File: src/rtl/multi_tick_generator.sv
`default_nettype none
// ============================================================================
// Module  : multi_tick_generator
// Purpose : Runtime-programmable per-channel clock divider producing a
//           one-cycle tick and a 50% square wave; divisor swaps on wrap only.
// Rev     : 1.0
// ============================================================================
module multi_tick_generator #(
  parameter int NUM_CH      = 4,
  parameter int CNT_W       = 27,
  parameter int DEFAULT_DIV = 100_000_000,
  parameter int CH_W        = (NUM_CH > 1) ? $clog2(NUM_CH) : 1
) (
  input  logic              clock,
  input  logic              reset,
  input  logic [NUM_CH-1:0] en,
  input  logic              clear,
  input  logic              cfg_we,
  input  logic [CH_W-1:0]   cfg_ch,
  input  logic [CNT_W-1:0]  cfg_div,
  output logic              cfg_err,
  output logic [NUM_CH-1:0] tick,
  output logic [NUM_CH-1:0] sq
);

  localparam logic [CNT_W-1:0] c_default_div = CNT_W'(DEFAULT_DIV);
  localparam logic [CNT_W-1:0] c_one         = CNT_W'(1);
  localparam logic [CH_W:0]    c_num_ch      = (CH_W + 1)'(NUM_CH);

  logic cfg_ok;
  logic cfg_err_q, cfg_err_d;

  always_comb begin
    cfg_ok    = cfg_we && (cfg_div != '0) && ({1'b0, cfg_ch} < c_num_ch);
    cfg_err_d = cfg_we && !cfg_ok;
  end

  always_ff @(posedge clock or negedge reset) begin
    if (!reset) cfg_err_q <= 1'b0;
    else        cfg_err_q <= cfg_err_d;
  end

  assign cfg_err = cfg_err_q;

  for (genvar i = 0; i < NUM_CH; i++) begin : g_ch
    logic [CNT_W-1:0] cnt_q, cnt_d;
    logic [CNT_W-1:0] act_q, act_d;
    logic [CNT_W-1:0] shd_q, shd_d;
    logic             pend_q, pend_d;
    logic             tick_q, tick_d;
    logic             sq_q, sq_d;
    logic             wr;
    logic             wrap;
    logic [CNT_W-1:0] next_div;

    always_comb begin
      wr       = cfg_ok && (cfg_ch == CH_W'(i));
      wrap     = en[i] && (cnt_q == act_q - c_one);
      // Divisor for the next period: a same-cycle write beats the shadow.
      next_div = wr ? cfg_div : (pend_q ? shd_q : act_q);

      cnt_d  = cnt_q;
      act_d  = act_q;
      shd_d  = wr ? cfg_div : shd_q;
      pend_d = pend_q;
      tick_d = 1'b0;
      sq_d   = sq_q;

      if (clear) begin
        cnt_d  = '0;
        sq_d   = 1'b0;
        act_d  = next_div;
        pend_d = 1'b0;
      end else if (!en[i]) begin
        cnt_d  = '0;
        act_d  = next_div;
        pend_d = 1'b0;
      end else if (wrap) begin
        cnt_d  = '0;
        tick_d = 1'b1;
        sq_d   = ~sq_q;
        act_d  = next_div;
        pend_d = 1'b0;
      end else begin
        cnt_d = cnt_q + c_one;
        if (wr) pend_d = 1'b1;
      end
    end

    always_ff @(posedge clock or negedge reset) begin
      if (!reset) begin
        cnt_q  <= '0;
        act_q  <= c_default_div;
        shd_q  <= c_default_div;
        pend_q <= 1'b0;
        tick_q <= 1'b0;
        sq_q   <= 1'b0;
      end else begin
        cnt_q  <= cnt_d;
        act_q  <= act_d;
        shd_q  <= shd_d;
        pend_q <= pend_d;
        tick_q <= tick_d;
        sq_q   <= sq_d;
      end
    end

    assign tick[i] = tick_q;
    assign sq[i]   = sq_q;
  end

endmodule
`default_nettype wire
File: config.mk
export PLATFORM = sky130hd
export DESIGN_NAME = multi_tick_generator
export DESIGN_NICKNAME = d
export VERILOG_FILES = /design/src/rtl/multi_tick_generator.sv
export SDC_FILE = /design/constraint.sdc
export NUM_CORES = 1
export LEC_CHECK = 0
export BUFFER_PORTS_ARGS = -buffer_cell sky130_fd_sc_hd__clkbuf_2
export CORE_MARGIN = 4
export CORE_UTILIZATION = 65
export DETAILED_ROUTE_END_ITERATION = 16
export HOLD_SLACK_MARGIN = 0.08
export PLACE_DENSITY_LB_ADDON = 0.2
export SYNTH_ARGS = -nofsm -noshare
export SYNTH_HDL_FRONTEND = slang
export SYNTH_SLANG_ARGS = --single-unit
File: constraint.sdc
create_clock -name clock -period 8.3 [get_ports clock]
set_input_delay 0 -clock clock [delete_from_list [all_inputs] [get_ports clock]]
set_output_delay 0 -clock clock [all_outputs]
set_load 0.05 [all_outputs]
==> reports/metrics.cfg, run 1 <==
[run_status]
status = complete, no violations

[cts]
clk_pin_slew_ns = 0.06
cts-buffers-inserted = 36
cts.hold.buffers_added = 37
clk_latency_ns = 0.53
cts_tree = yes
cts.sinks = 337
post_cts_buffers = 0
cts_root_buffer = clkbuf_16
cts_resized = 0
cts_buffer_depth = 3
htreeDepth = 2

[yosys]
mappedNetlistArea_sq_um = 19310
synth_top_cell_area_share_pct = 31.23
synth_async_sr_flop_share_pct = 100.0
synth_area_per_cell_sq_um = 10.11
syn-num-nets = 1955
ys_seq_area_share_pct = 44.29
synthFlopType = dfrtp_1
synth_cell_type_count = 77
synthTopCellsByArea = dfrtp_1, dfstp_2, mux2_2
netlist_instances = 1910
synth_top_area_cell = dfrtp_1
ys_warn_count = 0
ys_ff_latch = 337
synth_edf_count = 0

[setup_path]
criticalPathCategory = register to register
worstPathMaxFanout = 56
crit_chain = nor4_1 > nand2_1 > nor4_1 > xnor2_1 > nor3_1 > and4_2 > a21o_1 > nor2_1
critPathMaxStageDelay_ns = 0.97
crit_path_end_kind = register
rr_worst_depth = 8
cp.arrival_ns = 5.20
cpMostUsedCell = nor4_1
crit_slowest_cell = and4_2
startpoint_type = register
required_ns = 8.65
crit_path_start = g_ch[0].act_q[3]$_DFFE_PN0P_
r2r-start = g_ch[0].act_q[3]$_DFFE_PN0P_

[power_and_ir_drop]
clkPwrFrac_pct = 31.4
swShare_pct = 31.85
combPwrFrac_pct = 23.4
seqPwrFrac_pct = 45.2
power.internal_mw = 3.539
power_mw = 5.193
leakage_nw = 8.155
p_sw_mw = 1.654
ir_drop_v = 0.0001843
powerDensity_nw_per_um2 = 245.1

[die]
start_util_pct = 66.56
rows = 62
die_w_um = 180.4
io_pins = 46
core-area_sq_um = 29010
die_y_um = 180.4
dieArea_sq_um = 32530

[global_routing]
track_usage_pct = 28.50
grt_max_degree = 179
first_global_vias = 14580
grt_pass1_wl_um = 77650
grt-ovfl-total = 0
antenna_found_initial = 0

[sta]
rsz0062_at_grt = false
setup_violations = 0
whs_ns = 0.1144
slew_headroom_pct = 14.91
worstMarginPinSlew_ns = 1.265
fin_crit_sh_pct = 58.44
fin_tns_setup_ns = 0
clock_skew_ns = 0.02191
fmax_ghz = 0.2062
finalMaxSlewViolations = 0
period_needed_ns = 4.851
hold_viol_final = 0
setup_ws_ns = 3.449

[drt]
ant_nets = 0
routedWlPerCell_um = 20.18
drc = 0
drtIter0Drc = 1303
drt-pass1-iter-count = 5
dr_total_vias = 14900
drt_wl_total_um = 46860
routed_via_density = 6.418

[final_layout]
final_nets = 1955
fin_util_pct = 73.03
stdcell_count = 2322
syn_to_final_growth_pct = 9.733
drive_above_1_share_pct = 20.02
final_area_sq_um = 21190
insertedDiodeCount = 0

[placement]
port_buffers = 45
dp_slack_ns = 3.574
dp_hpwl_um = 30760
gp_congestion = 0.9288
dp.cells = 2219
place_area_sq_um = 19610

[job]
drv_cap = 0

[min_path]
hp-class = input pin to register
hold_path_depth = 3
hold_start = clear

==> Yosys cell counts (8+ instances only) <==
cell,n
o31ai_1,38
nor2b_1,18
xor2_1,123
o22a_1,28
ha_1,8
buf_1,20
nand3_1,62
or4_1,17
nand2_1,80
nand4_1,28
xnor2_1,117
nor2_1,161
clkbuf_1,93
nor4b_1,13
dfrtp_1,241
o21ai_0,52
nand3b_1,34
a31oi_1,10
or2_2,8
buf_2,10
nor3_1,130
and3_1,27
dfstp_2,96
mux2_1,20
or3_1,14
inv_1,28
buf_4,10
mux2_2,150
nor4_1,41
and2_1,8
nand2b_1,16
o32a_1,28
and4_1,10
a311oi_1,32
a21oi_1,45
==> state kept, by name, summed over array words and instances (netlist names) <==
signal,cells
cfg_err,1
g_ch.pend_q,4
g_ch.act_q,108
g_ch.shd_q,108
g_ch.sq_q,4
g_ch.cnt_q,108
g_ch.tick_q,4
==> layer usage <==
layer	up-vias	GRT usage (%)	share of wire, %
met3	107	3.876	5.2
met4	0	7.955	3.1
li1	6965	-	-
met2	430	46.25	47
met5	-	0	0
met1	7401	40.67	45
==> power by group through the flow <==
| stage | registers [mW] | logic [mW] | clock network [mW] |
|---|---|---|---|
| after global placement | 2.34 | 1.14 | 0 |
| final | 2.35 | 1.21 | 1.63 |
| after floorplan | 2.18 | 1.02 | 0 |
| after detailed placement | 2.36 | 1.18 | 0 |
| after global routing | 2.38 | 1.34 | 1.73 |
| after CTS | 2.33 | 1.20 | 1.66 |
==> critical path: cells and delay by family, from the launching register on <==
family | cells | cell delay [ns]
XOR/XNOR | 1 | 0.15
AO/OA/AOI/OAI | 1 | 0.82
AND/OR/NAND/NOR | 6 | 3.17
flip-flops | 1 | 0.49
==> path summary, 6_finish.rpt <==
| kind | end | slack [ns] |
|---|---|---|
| max | g_ch[0].cnt_q[16]$_DFF_PN0_ | 3.45 |
| min | g_ch[2].sq_q$_DFFE_PN0P_ | 0.11 |
| max reg2reg | g_ch[0].cnt_q[16]$_DFF_PN0_ | 3.45 |
| min reg2reg | g_ch[3].shd_q[3]$_DFFE_PN0P_ | 0.50 |
| max in group asynchronous | g_ch[1].cnt_q[14]$_DFF_PN0_ | 6.31 |
| min in group asynchronous | g_ch[1].cnt_q[6]$_DFF_PN0_ | 0.56 |
==> cells in the final DEF, fill, tap and decap left out, types with 52 or more instances in the layout <==
cell type,n
dfrtp_1,241
nor2_1,161
mux2_2,150
dfstp_2,96
nand2_1,80
o21ai_0,52
xnor2_1,117
nor3_1,130
nand3_1,62
xor2_1,123
==> area by class of cell <==
class                      instances  area [sq um]
inverter                          28         105.1
multi-input combinational       1410         10110
sequential                       337          8553
clock buffer                      54          1082
timing repair buffer              97         730.7
clock inverter                    12         126.4
fill                            2100          7824
tap                              384         480.5
==> cells by family after synthesis <==
group / share of synthesized area, %
AOI/OAI and AO/OA: 11.28
xor gates and xnor gates: 11.00
adders and majority gates: 0.5184
buffers and inverters: 3.505
DFF: 44.29
muxes: 10.28
and+or+nand+nor: 19.12
No activity file was read; power rests on OpenSTA's default activity.
==> inputs of run 2 (changes only) <==
CORE_UTILIZATION = 57   (was 65)
clock period = 3.9 ns   (was 8.3 ns; I/O delays follow)
==> run 2 against run 1 <==
Net effect: sequential share of layout area shrank 0.70 points; via count down 0.27%; combinational power is 130% higher; final area up 1.8%; sequential power increased by 110%; flip-flop and latch count did not move; global-route usage decreased by 2.3 points; count of clock-buffer cells in the layout is 2 lower; non-clock buffer count grew 29; total power up 120%; final cell count grew 4.0%; hold slack got worse by 0.043 ns.
==> reports/metrics.cfg, run 2 (synthesis results as in run 1) <==
[die]
rows = 67  ; +8.1%
io_pins = 46  ; unchanged
die_w_um = 192.1  ; +6.5%
dieArea_sq_um = 36890  ; +13%
start_util_pct = 57.73  ; -8.8 points
core-area_sq_um = 33450  ; +15%
die_y_um = 192.1  ; +6.5%

[setup_path]
criticalPathCategory = register to register
startpoint_type = register
worstPathMaxFanout = 13  ; -77%
crit_path_end_kind = register
required_ns = 4.34  ; -4.31 ns
cp.arrival_ns = 4.18  ; -1.02 ns

[drt]
routedWlPerCell_um = 20.12  ; -0.29%
drt-pass1-iter-count = 5  ; unchanged
drtIter0Drc = 1006  ; -23%
drt_wl_total_um = 48620  ; +3.7%
routed_via_density = 6.152  ; -4.1%
dr_total_vias = 14860  ; -0.27%
drc = 0  ; unchanged
ant_nets = 0  ; unchanged

[cts]
cts-buffers-inserted = 36  ; unchanged
cts_root_buffer = clkbuf_16
clk_pin_slew_ns = 0.06  ; about the same
cts.sinks = 337  ; unchanged
htreeDepth = 2  ; unchanged
clk_latency_ns = 0.55  ; +0.02 ns
cts_buffer_depth = 3  ; unchanged
cts_tree = yes

[sta]
setup_violations = 0  ; unchanged
finalMaxSlewViolations = 0  ; unchanged
fin_tns_setup_ns = 0  ; unchanged
whs_ns = 0.07155  ; -0.04285 ns
worstMarginPinSlew_ns = 1.152  ; -0.1129 ns
rsz0062_at_grt = false
hold_viol_final = 0  ; unchanged
fin_crit_sh_pct = 95.86  ; +37 points
period_needed_ns = 3.738  ; -1.112 ns
clock_skew_ns = 0.01855  ; -0.003361 ns
fmax_ghz = 0.2675  ; +30%
slew_headroom_pct = 23.21  ; +8.3 points

[final_layout]
layout_common_cells = dfrtp_1, nor2_1, mux2_2
multi_input_area_sq_um = 10140  ; +0.33%
drive_above_1_share_pct = 21.60  ; +1.6 points
seq_area_sq_um = 8553  ; unchanged
nFillCells = 2684  ; +28%
reg.largest.list = g_ch.act_q (108), g_ch.cnt_q (108), g_ch.shd_q (108)
layout_commonest_cell = dfrtp_1
syn_to_final_growth_pct = 11.67
final_nets = 1985  ; +1.5%
insertedDiodeCount = 0  ; unchanged

[placement]
gp_congestion = 0.9408  ; +1.3%
port_buffers = 45  ; unchanged
dp_hpwl_um = 33120  ; +7.7%

[power_and_ir_drop]
powerDensity_nw_per_um2 = 520.9  ; +110%
leakage_nw = 8.311  ; +1.9%
ir_drop_v = 0.0003330  ; +81%

[job]
drv_cap = 0  ; unchanged

[global_routing]
first_global_vias = 14510  ; -0.47%
grt_max_degree = 106  ; -41%
grt-ovfl-total = 0  ; unchanged
grt_pass1_wl_um = 77720  ; about the same
track_usage_pct = 26.15  ; -2.3 points
antenna_found_initial = 0  ; unchanged

[run_status]
status = complete, no violations

[min_path]
hp-class = input pin to asynchronous set/reset pin

run 2: changes by cell type in the layout (fill, tap and decap cells not counted), moves of 2 or more:
cell,change
inv_6,+2
clkinvlp_4,+3
dlygate4sd3_1,-2
clkbuf_1,-2
nor4_1,-2
buf_12,+3
buf_4,+28
clkinv_2,-3
run 2: worst max-delay path, cell delays in order, from the launching register on:
cell       delay (ns)
dfrtp_1          0.48
or4_1            0.63
nor3_1           0.47
and4b_1          0.35
mux2i_1          0.22
a21bo_2          0.20
a2111oi_4        0.07
buf_4            0.19
o21ai_2          0.61
mux2_2           0.40
run 2: where the power goes:
group	internal (mW)	switching, mW	leakage, nW	total [mW]
logic	1.31	1.43	3.60	2.74
clock network	2.07	1.46	0.584	3.53
registers	4.24	0.722	4.12	4.97
total	7.62	3.61	8.31	11.2
run 2: layout make-up:
cell class | count | area share (%)
inverters | 28 | 0.4874
flip-flops and latches | 337 | 39.67
clock buffers | 52 | 4.984
well taps | 448 | 2.600
multi-input cells | 1411 | 47.05
clock inverters | 14 | 0.6673
repair buffers | 126 | 4.549
run 2: path summary, 6_finish.rpt:
path                                               startpoint                            end  slack, ns  depth (start not counted)
worst max-delay path             g_ch[2].act_q[5]$_DFFE_PN0P_   g_ch[2].act_q[4]$_DFFE_PN0P_       0.16                          9
worst min-delay path                                    reset    g_ch[1].cnt_q[21]$_DFF_PN0_       0.07                          2
worst max register to register   g_ch[2].act_q[5]$_DFFE_PN0P_   g_ch[2].act_q[4]$_DFFE_PN0P_       0.16                          9
worst min register to register  g_ch[2].shd_q[17]$_DFFE_PN0P_  g_ch[2].shd_q[17]$_DFFE_PN0P_       0.50                          1
max in group asynchronous                               reset  g_ch[3].shd_q[14]$_DFFE_PN1P_       2.81                          3
min in group clock                                  cfg_ch[0]  g_ch[0].act_q[20]$_DFFE_PN1P_       0.19                          5
run 2: through the flow:
stage / setup slack [ns] / instances / util, % / power [mW] / cell area, sq um
2_1_floorplan: 0.1790 / 1910 / - / 6.807 / 19310
3_3_place_gp: 0.2995 / 2313 / 59.65 / 7.559 / 19950
3_5_place_dp: 0.1931 / 2313 / 59.65 / 7.668 / 19950
4_1_cts: 0.1728 / 2414 / 64.34 / 11.26 / 21520
5_1_grt: 0.001867 / 2416 / 64.47 / 11.82 / 21560
6_report: 0.1616 / 2416 / 64.47 / 11.23 / 21560
run 2: routing by layer:
| layer | up-vias | share of wire (%) | track usage, % |
|---|---|---|---|
| li1 | 7033 | - | - |
| met1 | 7370 | 45 | 36.70 |
| met2 | 366 | 47 | 41.88 |
| met3 | 94 | 4.8 | 3.980 |
| met4 | 0 | 3.2 | 8.749 |
| met5 | - | 0 | 0 |
run 2: repair_timing:
item                                    4_1_cts  5_1_grt
hold endpoints to repair                    326        0
resized for setup                             0        5
hold buffers                                 35        0
endpoints found under the setup margin        0       58
setup buffers                                 0        1
==> inputs of run 3 (changes only) <==
CORE_UTILIZATION = 45   (was 57)
==> run 3 against run 2 <==
Net effect: largest power group unchanged; hold slack better by 0.027 ns; global-route usage is 5.3 points lower; non-clock buffer count is 7 higher; flip-flop and latch count stayed put; total power is 1.7% higher; sequential share of layout area is 0.47 points lower; setup slack worse by 0.015 ns; largest cell class unchanged; critical path depth stayed put.
==> reports/metrics.cfg, run 3 (synthesis results as in run 1) <==
[sta]
worstMarginPinSlew_ns = 1.109  ; -0.04252 ns
setup_violations = 0  ; unchanged
rsz0062_at_grt = false
clock_skew_ns = 0.01692  ; -0.001635 ns
hold_viol_final = 0  ; unchanged
setup_ws_ns = 0.1471  ; -0.01456 ns
fin_tns_setup_ns = 0  ; unchanged
fmax_ghz = 0.2665  ; -0.39%
finalMaxSlewViolations = 0  ; unchanged
whs_ns = 0.09861  ; +0.02705 ns
slew_headroom_pct = 26.05  ; +2.8 points
fin_crit_sh_pct = 96.23  ; +0.37 points
period_needed_ns = 3.753  ; +0.01456 ns

[power_and_ir_drop]
p_sw_mw = 3.577  ; -0.94%
leakage_nw = 8.407  ; +1.2%
powerDensity_nw_per_um2 = 523.3  ; +0.47%
ir_drop_v = 0.0002644  ; -21%
seqPwrFrac_pct = 43.3  ; -0.9 points
combPwrFrac_pct = 23.9  ; -0.5 points
power.internal_mw = 7.842  ; +2.9%
swShare_pct = 31.32  ; -0.82 points
clkPwrFrac_pct = 32.8  ; +1.4 points

[setup_path]
cp.arrival_ns = 4.19  ; about the same
rr_worst_depth = 9  ; unchanged
required_ns = 4.34  ; about the same
r2r-start = g_ch[2].act_q[9]$_DFFE_PN0P_
criticalPathCategory = register to register
ff2ff_setup_slack_ns = 0.15  ; about the same
worstPathMaxFanout = 8  ; -5
startpoint_type = register
crit_path_end_kind = register
regToRegEndpoint = g_ch[2].sq_q$_DFFE_PN0P_
crit_path_start = g_ch[2].act_q[9]$_DFFE_PN0P_

[die]
die_w_um = 215.2  ; +12%
dieArea_sq_um = 46290  ; +25%
start_util_pct = 45.73  ; -12 points
rows = 75  ; +12%
die_y_um = 215.2  ; +12%
core-area_sq_um = 42230  ; +26%
io_pins = 46  ; unchanged

[final_layout]
final_nets = 1994  ; +0.45%
insertedDiodeCount = 0  ; unchanged
reg.largest.list = g_ch.act_q (108), g_ch.cnt_q (108), g_ch.shd_q (108)
nFillCells = 3745  ; +40%
layout_commonest_cell = dfrtp_1
drive_above_1_share_pct = 21.99  ; +0.40 points
layout_common_cells = dfrtp_1, nor2_1, mux2_2
syn_to_final_growth_pct = 13.00
fin_util_pct = 51.67  ; -13 points

[cts]
cts.sinks = 337  ; unchanged
cts_buffer_depth = 3  ; unchanged
cts_root_buffer = clkbuf_16
cts-buffers-inserted = 39  ; +8.3%
clk_latency_ns = 0.55  ; about the same
clk_pin_slew_ns = 0.06  ; about the same
post_cts_buffers = 0  ; unchanged
htreeDepth = 2  ; unchanged
cts_tree = yes

[min_path]
hp-class = input pin to asynchronous set/reset pin

[drt]
routed_via_density = 5.880  ; -4.4%
drc = 0  ; unchanged
drtIter0Drc = 1080  ; +7.4%
routedWlPerCell_um = 19.39  ; -3.7%
drt-pass1-iter-count = 5  ; unchanged
ant_nets = 0  ; unchanged
drt_wl_total_um = 48790  ; +0.36%
dr_total_vias = 14800  ; -0.42%

[global_routing]
grt-ovfl-total = 0  ; unchanged
track_usage_pct = 20.83  ; -5.3 points
grt_max_degree = 109  ; +2.8%
first_global_vias = 14340  ; -1.2%
grt_pass1_wl_um = 79720  ; +2.6%
antenna_found_initial = 0  ; unchanged

[run_status]
status = complete, no violations

[placement]
port_buffers = 45  ; unchanged
dp_slack_ns = 0.1887  ; -0.004358 ns
gp_congestion = 0.8966  ; -4.7%
dp_hpwl_um = 33590  ; +1.4%

[job]
drv_cap = 0  ; unchanged

-- run 3: cell count changes in the layout (fill, tap and decap cells not counted), moves of 2 or more --
| cell | previous run | this run |
|---|---|---|
| clkinvlp_4 | 5 | 1 |
| nor3_2 | 1 | 3 |
| bufinv_16 | 2 | 4 |
| clkinv_2 | 4 | 8 |
| buf_4 | 42 | 47 |
| clkbuf_8 | 5 | 7 |
| nor3_1 | 130 | 128 |
-- run 3: critical path: stages (launching register included) --
cell and delay, ns:
dfrtp_1 0.46, or4_4 0.59, or4_1 0.53, or4_1 0.51, a22oi_1 0.20, nand4_1 0.21
nor3_2 0.20, nand3_1 0.12, mux2_2 0.28, dlygate4sd3_1 0.55
-- run 3: metal layers --
| metal | up-vias | wire, um | track usage, % | part of all wire [%] |
|---|---|---|---|---|
| li1 | 7042 | - | - | - |
| met1 | 7382 | 23630 | 30.32 | 48 |
| met2 | 298 | 21810 | 32.37 | 45 |
| met3 | 79 | 1961 | 2.669 | 4.0 |
| met4 | 0 | 1395 | 6.807 | 2.9 |
| met5 | - | 0 | 0 | 0 |
-- run 3: cell type report --
| class | count | area [sq um] | area share (%) |
|---|---|---|---|
| clock buffers | 56 | 1131 | 5.183 |
| clock inverters | 14 | 176.4 | 0.8085 |
| inverters | 28 | 105.1 | 0.4817 |
| multi-input cells | 1410 | 10140 | 46.47 |
| flip-flops and latches | 337 | 8553 | 39.20 |
| well taps | 539 | 674.4 | 3.091 |
| repair buffers | 133 | 1040 | 4.765 |
-- run 3: what timing repair did --
item,4_1_cts,5_1_grt
endpoints found under the hold margin,318,0
hold buffers,36,0
gates resized for setup,0,7
setup endpoints to repair,0,64
-- run 3: through the flow --
step	total power, mW	std cells	instance area (sq um)
after floorplan	6.807	1910	19310
after global placement	7.579	2411	20120
after detailed placement	7.679	2411	20120
after CTS	11.52	2517	21790
after global routing	12.05	2517	21820
final	11.42	2517	21820
-- run 3: power by group through the flow --
stage          clock network (mW)  registers (mW)  logic, mW
2_1_floorplan                   0            4.64       2.16
3_3_place_gp                    0            4.97       2.61
5_1_grt                      3.98            5.05       3.02
4_1_cts                      3.86            4.94       2.72
3_5_place_dp                    0            5.00       2.68
6_report                     3.74            4.95       2.73
-- run 3: how the worst max path moves through the flow --
| stage | to | slack [ns] |
|---|---|---|
| floorplan | g_ch[3].act_q[10]$_DFFE_PN0P_ | 0.18 |
| global placement | g_ch[2].act_q[6]$_DFFE_PN0P_ | 0.24 |
| detailed placement | g_ch[2].act_q[7]$_DFFE_PN0P_ | 0.19 |
| CTS | g_ch[2].sq_q$_DFFE_PN0P_ | 0.08 |
| global route | g_ch[3].act_q[12]$_DFFE_PN0P_ | 0.01 |
| finish | g_ch[2].sq_q$_DFFE_PN0P_ | 0.15 |
